--- config.mk ---
export PLATFORM = sky130hd
export DESIGN_NAME = vram32_arbiter
export DESIGN_NICKNAME = d
export VERILOG_FILES = /design/src/rtl/vram32_arbiter.sv
export SDC_FILE = /design/constraint.sdc
export NUM_CORES = 1
export LEC_CHECK = 0
export ABC_AREA = 1
export CORE_UTILIZATION = 32
export DETAILED_ROUTE_END_ITERATION = 10
export PLACE_DENSITY = 0.83
export SYNTH_ARGS = -nofsm -noshare
export SYNTH_HDL_FRONTEND = slang
export SYNTH_SLANG_ARGS = --single-unit
--- constraint.sdc ---
create_clock -name i_vga_clk -period 2.35 [get_ports i_vga_clk]
set_clock_uncertainty 0.2 [all_clocks]
set_input_delay 0.235 -clock i_vga_clk [delete_from_list [all_inputs] [get_ports i_vga_clk]]
set_output_delay 0.235 -clock i_vga_clk [all_outputs]
set_load 0.02 [all_outputs]
--- src/rtl/vram32_arbiter.sv ---
// Single-port VRAM32 arbiter for the BGW renderer, sprite renderer and CPU.
// Grants are combinational; read data returns one cycle later tagged by owner.
module vram32_arbiter #(
   parameter int ADDR_W       = 14,
   parameter int DATA_W       = 32,
   parameter int STARVE_LIMIT = 8
) (
   input  logic              i_vga_clk,
   input  logic              i_reset,
   input  logic              i_bgw_req,
   input  logic [ADDR_W-1:0] i_bgw_addr,
   output logic              o_bgw_gnt,
   output logic              o_bgw_valid,
   input  logic              i_spr_req,
   input  logic [ADDR_W-1:0] i_spr_addr,
   output logic              o_spr_gnt,
   output logic              o_spr_valid,
   input  logic              i_cpu_req,
   input  logic              i_cpu_we,
   input  logic [ADDR_W-1:0] i_cpu_addr,
   input  logic [DATA_W-1:0] i_cpu_wdata,
   output logic              o_cpu_gnt,
   output logic              o_cpu_valid,
   output logic [DATA_W-1:0] o_rd_q,
   output logic [ADDR_W-1:0] o_vram32_addr,
   output logic [DATA_W-1:0] o_vram32_d,
   output logic              o_vram32_we,
   input  logic [DATA_W-1:0] i_vram32_q
);

   localparam logic [1:0] TAG_NONE = 2'd0;
   localparam logic [1:0] TAG_BGW  = 2'd1;
   localparam logic [1:0] TAG_SPR  = 2'd2;
   localparam logic [1:0] TAG_CPU  = 2'd3;
   localparam logic [7:0] LIMIT    = 8'(STARVE_LIMIT);

   logic [7:0]        r_starve_cnt;
   logic [1:0]        r_tag;
   logic [ADDR_W-1:0] r_addr;
   logic              w_boost;
   logic              w_bgw_gnt;
   logic              w_spr_gnt;
   logic              w_cpu_gnt;
   logic [ADDR_W-1:0] w_addr;
   logic [1:0]        w_tag_nxt;

   assign w_boost = (r_starve_cnt == LIMIT);

   // Grant selection: BGW always first; a starved CPU overtakes the sprite unit.
   always_comb begin
      w_bgw_gnt = 1'b0;
      w_spr_gnt = 1'b0;
      w_cpu_gnt = 1'b0;
      if (i_reset) begin
         w_bgw_gnt = 1'b0;
      end else if (i_bgw_req) begin
         w_bgw_gnt = 1'b1;
      end else if (w_boost) begin
         if (i_cpu_req) begin
            w_cpu_gnt = 1'b1;
         end else begin
            w_spr_gnt = i_spr_req;
         end
      end else begin
         if (i_spr_req) begin
            w_spr_gnt = 1'b1;
         end else begin
            w_cpu_gnt = i_cpu_req;
         end
      end
   end

   // Address and read-tag for the winner; idle cycles keep the last address.
   always_comb begin
      w_addr    = r_addr;
      w_tag_nxt = TAG_NONE;
      if (w_bgw_gnt) begin
         w_addr    = i_bgw_addr;
         w_tag_nxt = TAG_BGW;
      end else if (w_spr_gnt) begin
         w_addr    = i_spr_addr;
         w_tag_nxt = TAG_SPR;
      end else if (w_cpu_gnt) begin
         w_addr    = i_cpu_addr;
         w_tag_nxt = i_cpu_we ? TAG_NONE : TAG_CPU;
      end else begin
         w_addr    = r_addr;
         w_tag_nxt = TAG_NONE;
      end
   end

   // Starvation counter, held address and read-owner tag.
   always_ff @(posedge i_vga_clk) begin
      if (i_reset) begin
         r_starve_cnt <= 8'd0;
         r_tag        <= TAG_NONE;
         r_addr       <= '0;
      end else begin
         if (i_cpu_req && !w_cpu_gnt) begin
            r_starve_cnt <= w_boost ? r_starve_cnt : r_starve_cnt + 8'd1;
         end else begin
            r_starve_cnt <= 8'd0;
         end
         r_tag  <= w_tag_nxt;
         r_addr <= w_addr;
      end
   end

   // Valids are masked by reset so a read granted just before reset is dropped.
   assign o_bgw_valid   = (r_tag == TAG_BGW) && !i_reset;
   assign o_spr_valid   = (r_tag == TAG_SPR) && !i_reset;
   assign o_cpu_valid   = (r_tag == TAG_CPU) && !i_reset;
   assign o_rd_q        = i_vram32_q;
   assign o_bgw_gnt     = w_bgw_gnt;
   assign o_spr_gnt     = w_spr_gnt;
   assign o_cpu_gnt     = w_cpu_gnt;
   assign o_vram32_addr = w_addr;
   assign o_vram32_we   = w_cpu_gnt && i_cpu_we;
   assign o_vram32_d    = i_cpu_wdata;

endmodule

==> flow_metrics.py <==
metrics = {
    "outcome": {
        "status": "finished with violations",
        "violations": "DRC, setup timing",
    },
    "routing": {
        "drtIter0Drc": 91,
        "vias": 2119,
        "drtPass1Iterations": 9,
        "antenna_left": 0,
        "drc": 15,
        "viasPerCell": 4.64,
        "wl_um": 6010,
        "wl_per_cell_um": 13.2,
    },
    "synthesis": {
        "ys_types": 31,
        "syn_area_per_cell_um2": 7.03,
        "synthFlopType": "dfxtp_1",
        "yosys.area_share.simple_pct": 35.1,
        "yosysSeqAreaShare_pct": 21.9,
        "synth_adder_area_share_pct": 1.14,
        "syn-cell-area_mm2": 0.00219,
        "synthesis.nets": 426,
        "async_flop_share_pct": 0,
        "yosys_warnings": 0,
        "synth-seq-cells": 24,
        "synth_edf_count": 0,
        "synthCells": 312,
        "synth_compound_area_share_pct": 7.01,
        "synth_top_family_by_area": "simple AND/OR/NAND/NOR gates",
        "synthXorXnorAreaFrac_pct": 2.00,
        "synthMuxAreaShare_pct": 0,
    },
    "clock_network": {
        "clock_latency_ns": 0.27,
        "cts_sinks": 24,
        "clockRootBuffer": "clkbuf_8",
        "clkTransAtPathRegs_ns": 0.09,
        "h-tree-depth": 1,
        "numCtsBuffers": 3,
        "cts_buffer_depth": 2,
        "ctsHoldBuffers": 0,
        "cts_tree": "built",
    },
    "finish": {
        "fin_nets": 495,
        "diodes": 0,
        "fin_cells": 457,
        "drive_gt1_share_pct": 39.7,
        "area_delta_synth_final_pct": 42.5,
        "fill_cells": 620,
    },
    "sta": {
        "fmax_mhz": 422,
        "timing_max_transition_violations_final": 0,
        "rsz0062_at_grt": "true",
        "slew_headroom_pct": 79.8,
        "hold_viol": 0,
        "worst_slew_pin_slew_ns": 0.302,
        "fin_crit_sh_pct": 101,
        "setup_viol": 1,
        "fin_ws_ns": -0.0202,
        "finalCriticalPeriod_ns": 2.37,
    },
    "setup_path": {
        "cp_cell_sequence": "inv_2 -> ha_4 -> nand3_4 -> o21ai_4 -> buf_12 -> nand2_8 -> buf_12 -> buf_6 -> nand2_2 -> nand3_2 -> nand2_2 -> nand2_2 -> buf_6",
        "crit_slowest_cell": "dfxtp_2",
        "setup.worst_path.start_class": "flop",
        "worst_ep_arrival_time_ns": 1.94,
        "worstPathRequired_ns": 1.91,
        "startpoint": "r_starve_cnt[1]",
        "r2r_cells": 12,
        "timing.rr.start": "r_starve_cnt[1]",
        "r2r_setup_slack_ns": 0.39,
        "crit_type": "reg -> out",
        "end_kind": "output port",
        "crit_path_max_fanout": 5,
        "critPathMostFrequentCell": "nand2_2",
        "r2r-end": "r_addr[11]",
        "cpPeakStageDelay_ns": 0.33,
    },
    "place": {
        "dpl.cell_count": 429,
        "place_ws_ns": -0.315,
        "globalplace.congestion": 0.739,
        "hpwl_um": 4330,
        "io_buffers": 68,
    },
    "floorplanning": {
        "die_h_um": 84.8,
        "ios": 197,
        "core-area_mm2": 0.00649,
        "initial_core_util_pct": 33.8,
        "fp-row-count": 29,
        "die_width_um": 84.8,
        "dieArea_mm2": 0.00719,
    },
    "global_routing": {
        "grt_pass1_vias": 2139,
        "antenna_found_initial": 0,
        "grt_overflow_total": 0,
        "grt_max_degree": 16,
        "grt_first_pass_wirelength_um": 9520,
        "grt_usage_pct": 16.9,
    },
    "power": {
        "p_leak_uw": 0.00151,
        "peakVddDrop_mv": 0.252,
        "p_per_area_mw_per_mm2": 403,
    },
    "run": {
        "drv_cap": 0,
    },
    "worst_hold_path": {
        "hp-class": "in -> out",
        "hold_end": "o_rd_q[11]",
        "min_from": "i_vram32_q[11]",
        "whs_path_depth": 0,
    },
}
[critical path: cells and delay by family, from the launching register on]
family	cells	cell delay (ns)
compound gates	1	0.24
flops	1	0.33
fa+ha+maj	1	0.14
buf+inv	5	0.57
simple gates	6	0.38
[layer usage]
| metal | part of all wire, % | vias up | global-route usage [%] |
|---|---|---|---|
| met5 | 0 | - | 0 |
| met4 | 2.1 | 0 | 6.93 |
| met3 | 7.5 | 20 | 4.18 |
| met2 | 51 | 89 | 31.0 |
| met1 | 40 | 954 | 18.7 |
| li1 | - | 1056 | - |
[worst max-delay path by stage]
stage	depth (start not counted)	slack, ns	endpoint
5_1_grt	13	-0.14	o_vram32_addr[10]
2_1_floorplan	10	0.43	o_vram32_addr[10]
3_5_place_dp	8	-0.32	o_vram32_addr[2]
4_1_cts	12	-0.05	o_vram32_addr[3]
6_report	13	-0.02	o_vram32_addr[10]
3_3_place_gp	7	-0.29	o_vram32_addr[5]
[area by class of cell]
class,count,area [um^2],area share [%]
timing repair buffer,139,1270,40.5
multi-input combinational,174,1060,34.0
sequential,24,483,15.4
inverter,39,146,4.68
tap,77,96.3,3.08
clock buffer,3,41.3,1.32
clock inverter,1,30.0,0.960
[cell usage after synthesis (5+ instances only)]
master | number | area share (%)
a21oi_1 | 7 | 1.6
a21oi_2 | 10 | 4.0
buf_4 | 66 | 23
buf_6 | 5 | 2.6
clkinv_1 | 5 | 0.86
dfxtp_1 | 24 | 22
inv_1 | 32 | 5.5
nand2_1 | 65 | 11
nand2_2 | 11 | 3.1
nand3_1 | 26 | 5.9
nand3_2 | 5 | 2.3
nand4_1 | 15 | 4.3
nor2_1 | 8 | 1.4
[power by group]
part | internal [uW] | leakage, uW | switching (uW)
logic | 244 | 0.00128 | 208
registers | 428 | 0.000197 | 8.46
clock network | 228 | 0.0000357 | 144
total | 900 | 0.00151 | 360
[cells in the final DEF, fill, tap and decap left out, types with 4 or more instances in the layout]
| master | n |
|---|---|
| a21oi_1 | 7 |
| a21oi_2 | 10 |
| buf_12 | 4 |
| buf_4 | 64 |
| buf_6 | 15 |
| clkdlybuf4s50_1 | 50 |
| clkinv_1 | 5 |
| dfxtp_1 | 22 |
| inv_1 | 30 |
| inv_2 | 4 |
| nand2_1 | 54 |
| nand2_2 | 22 |
| nand3_1 | 24 |
| nand3_2 | 7 |
| nand4_1 | 15 |
| nor2_1 | 8 |
[timing repair]
action / in CTS / in global routing
gates resized for setup: 69 / 44
buffers inserted: 19 / 3
pin swaps: 2 / 16
setup endpoints to repair: 18 / 16
cloned: 2 / 0
[registers in the layout, indices dropped and copies added, names as in the netlist]
name          cells
r_addr           14
r_starve_cnt      8
r_tag             2
[cell families after synthesis]
logic type / count (synthesis)
buffers and inverters: 115
AND/OR/NAND/NOR: 145
adder cells (fa/ha/maj): 2
AO/OA/AOI/OAI: 21
XOR/XNOR: 5
flip-flops: 24
[metrics by stage]
step	TNS (ns)	hold WS (ns)	util (%)	area [um^2]	power [uW]
2_1_floorplan	0	0.147	-	2190	791
4_1_cts	-0.155	0.270	46.7	3030	1240
3_5_place_dp	-4.78	0.270	42.7	2770	851
3_3_place_gp	-4.32	0.261	42.7	2770	842
5_1_grt	-1.09	0.270	48.2	3130	1330
6_report	-0.0202	0.270	48.2	3130	1260
No activity file was read; power rests on OpenSTA's default activity.
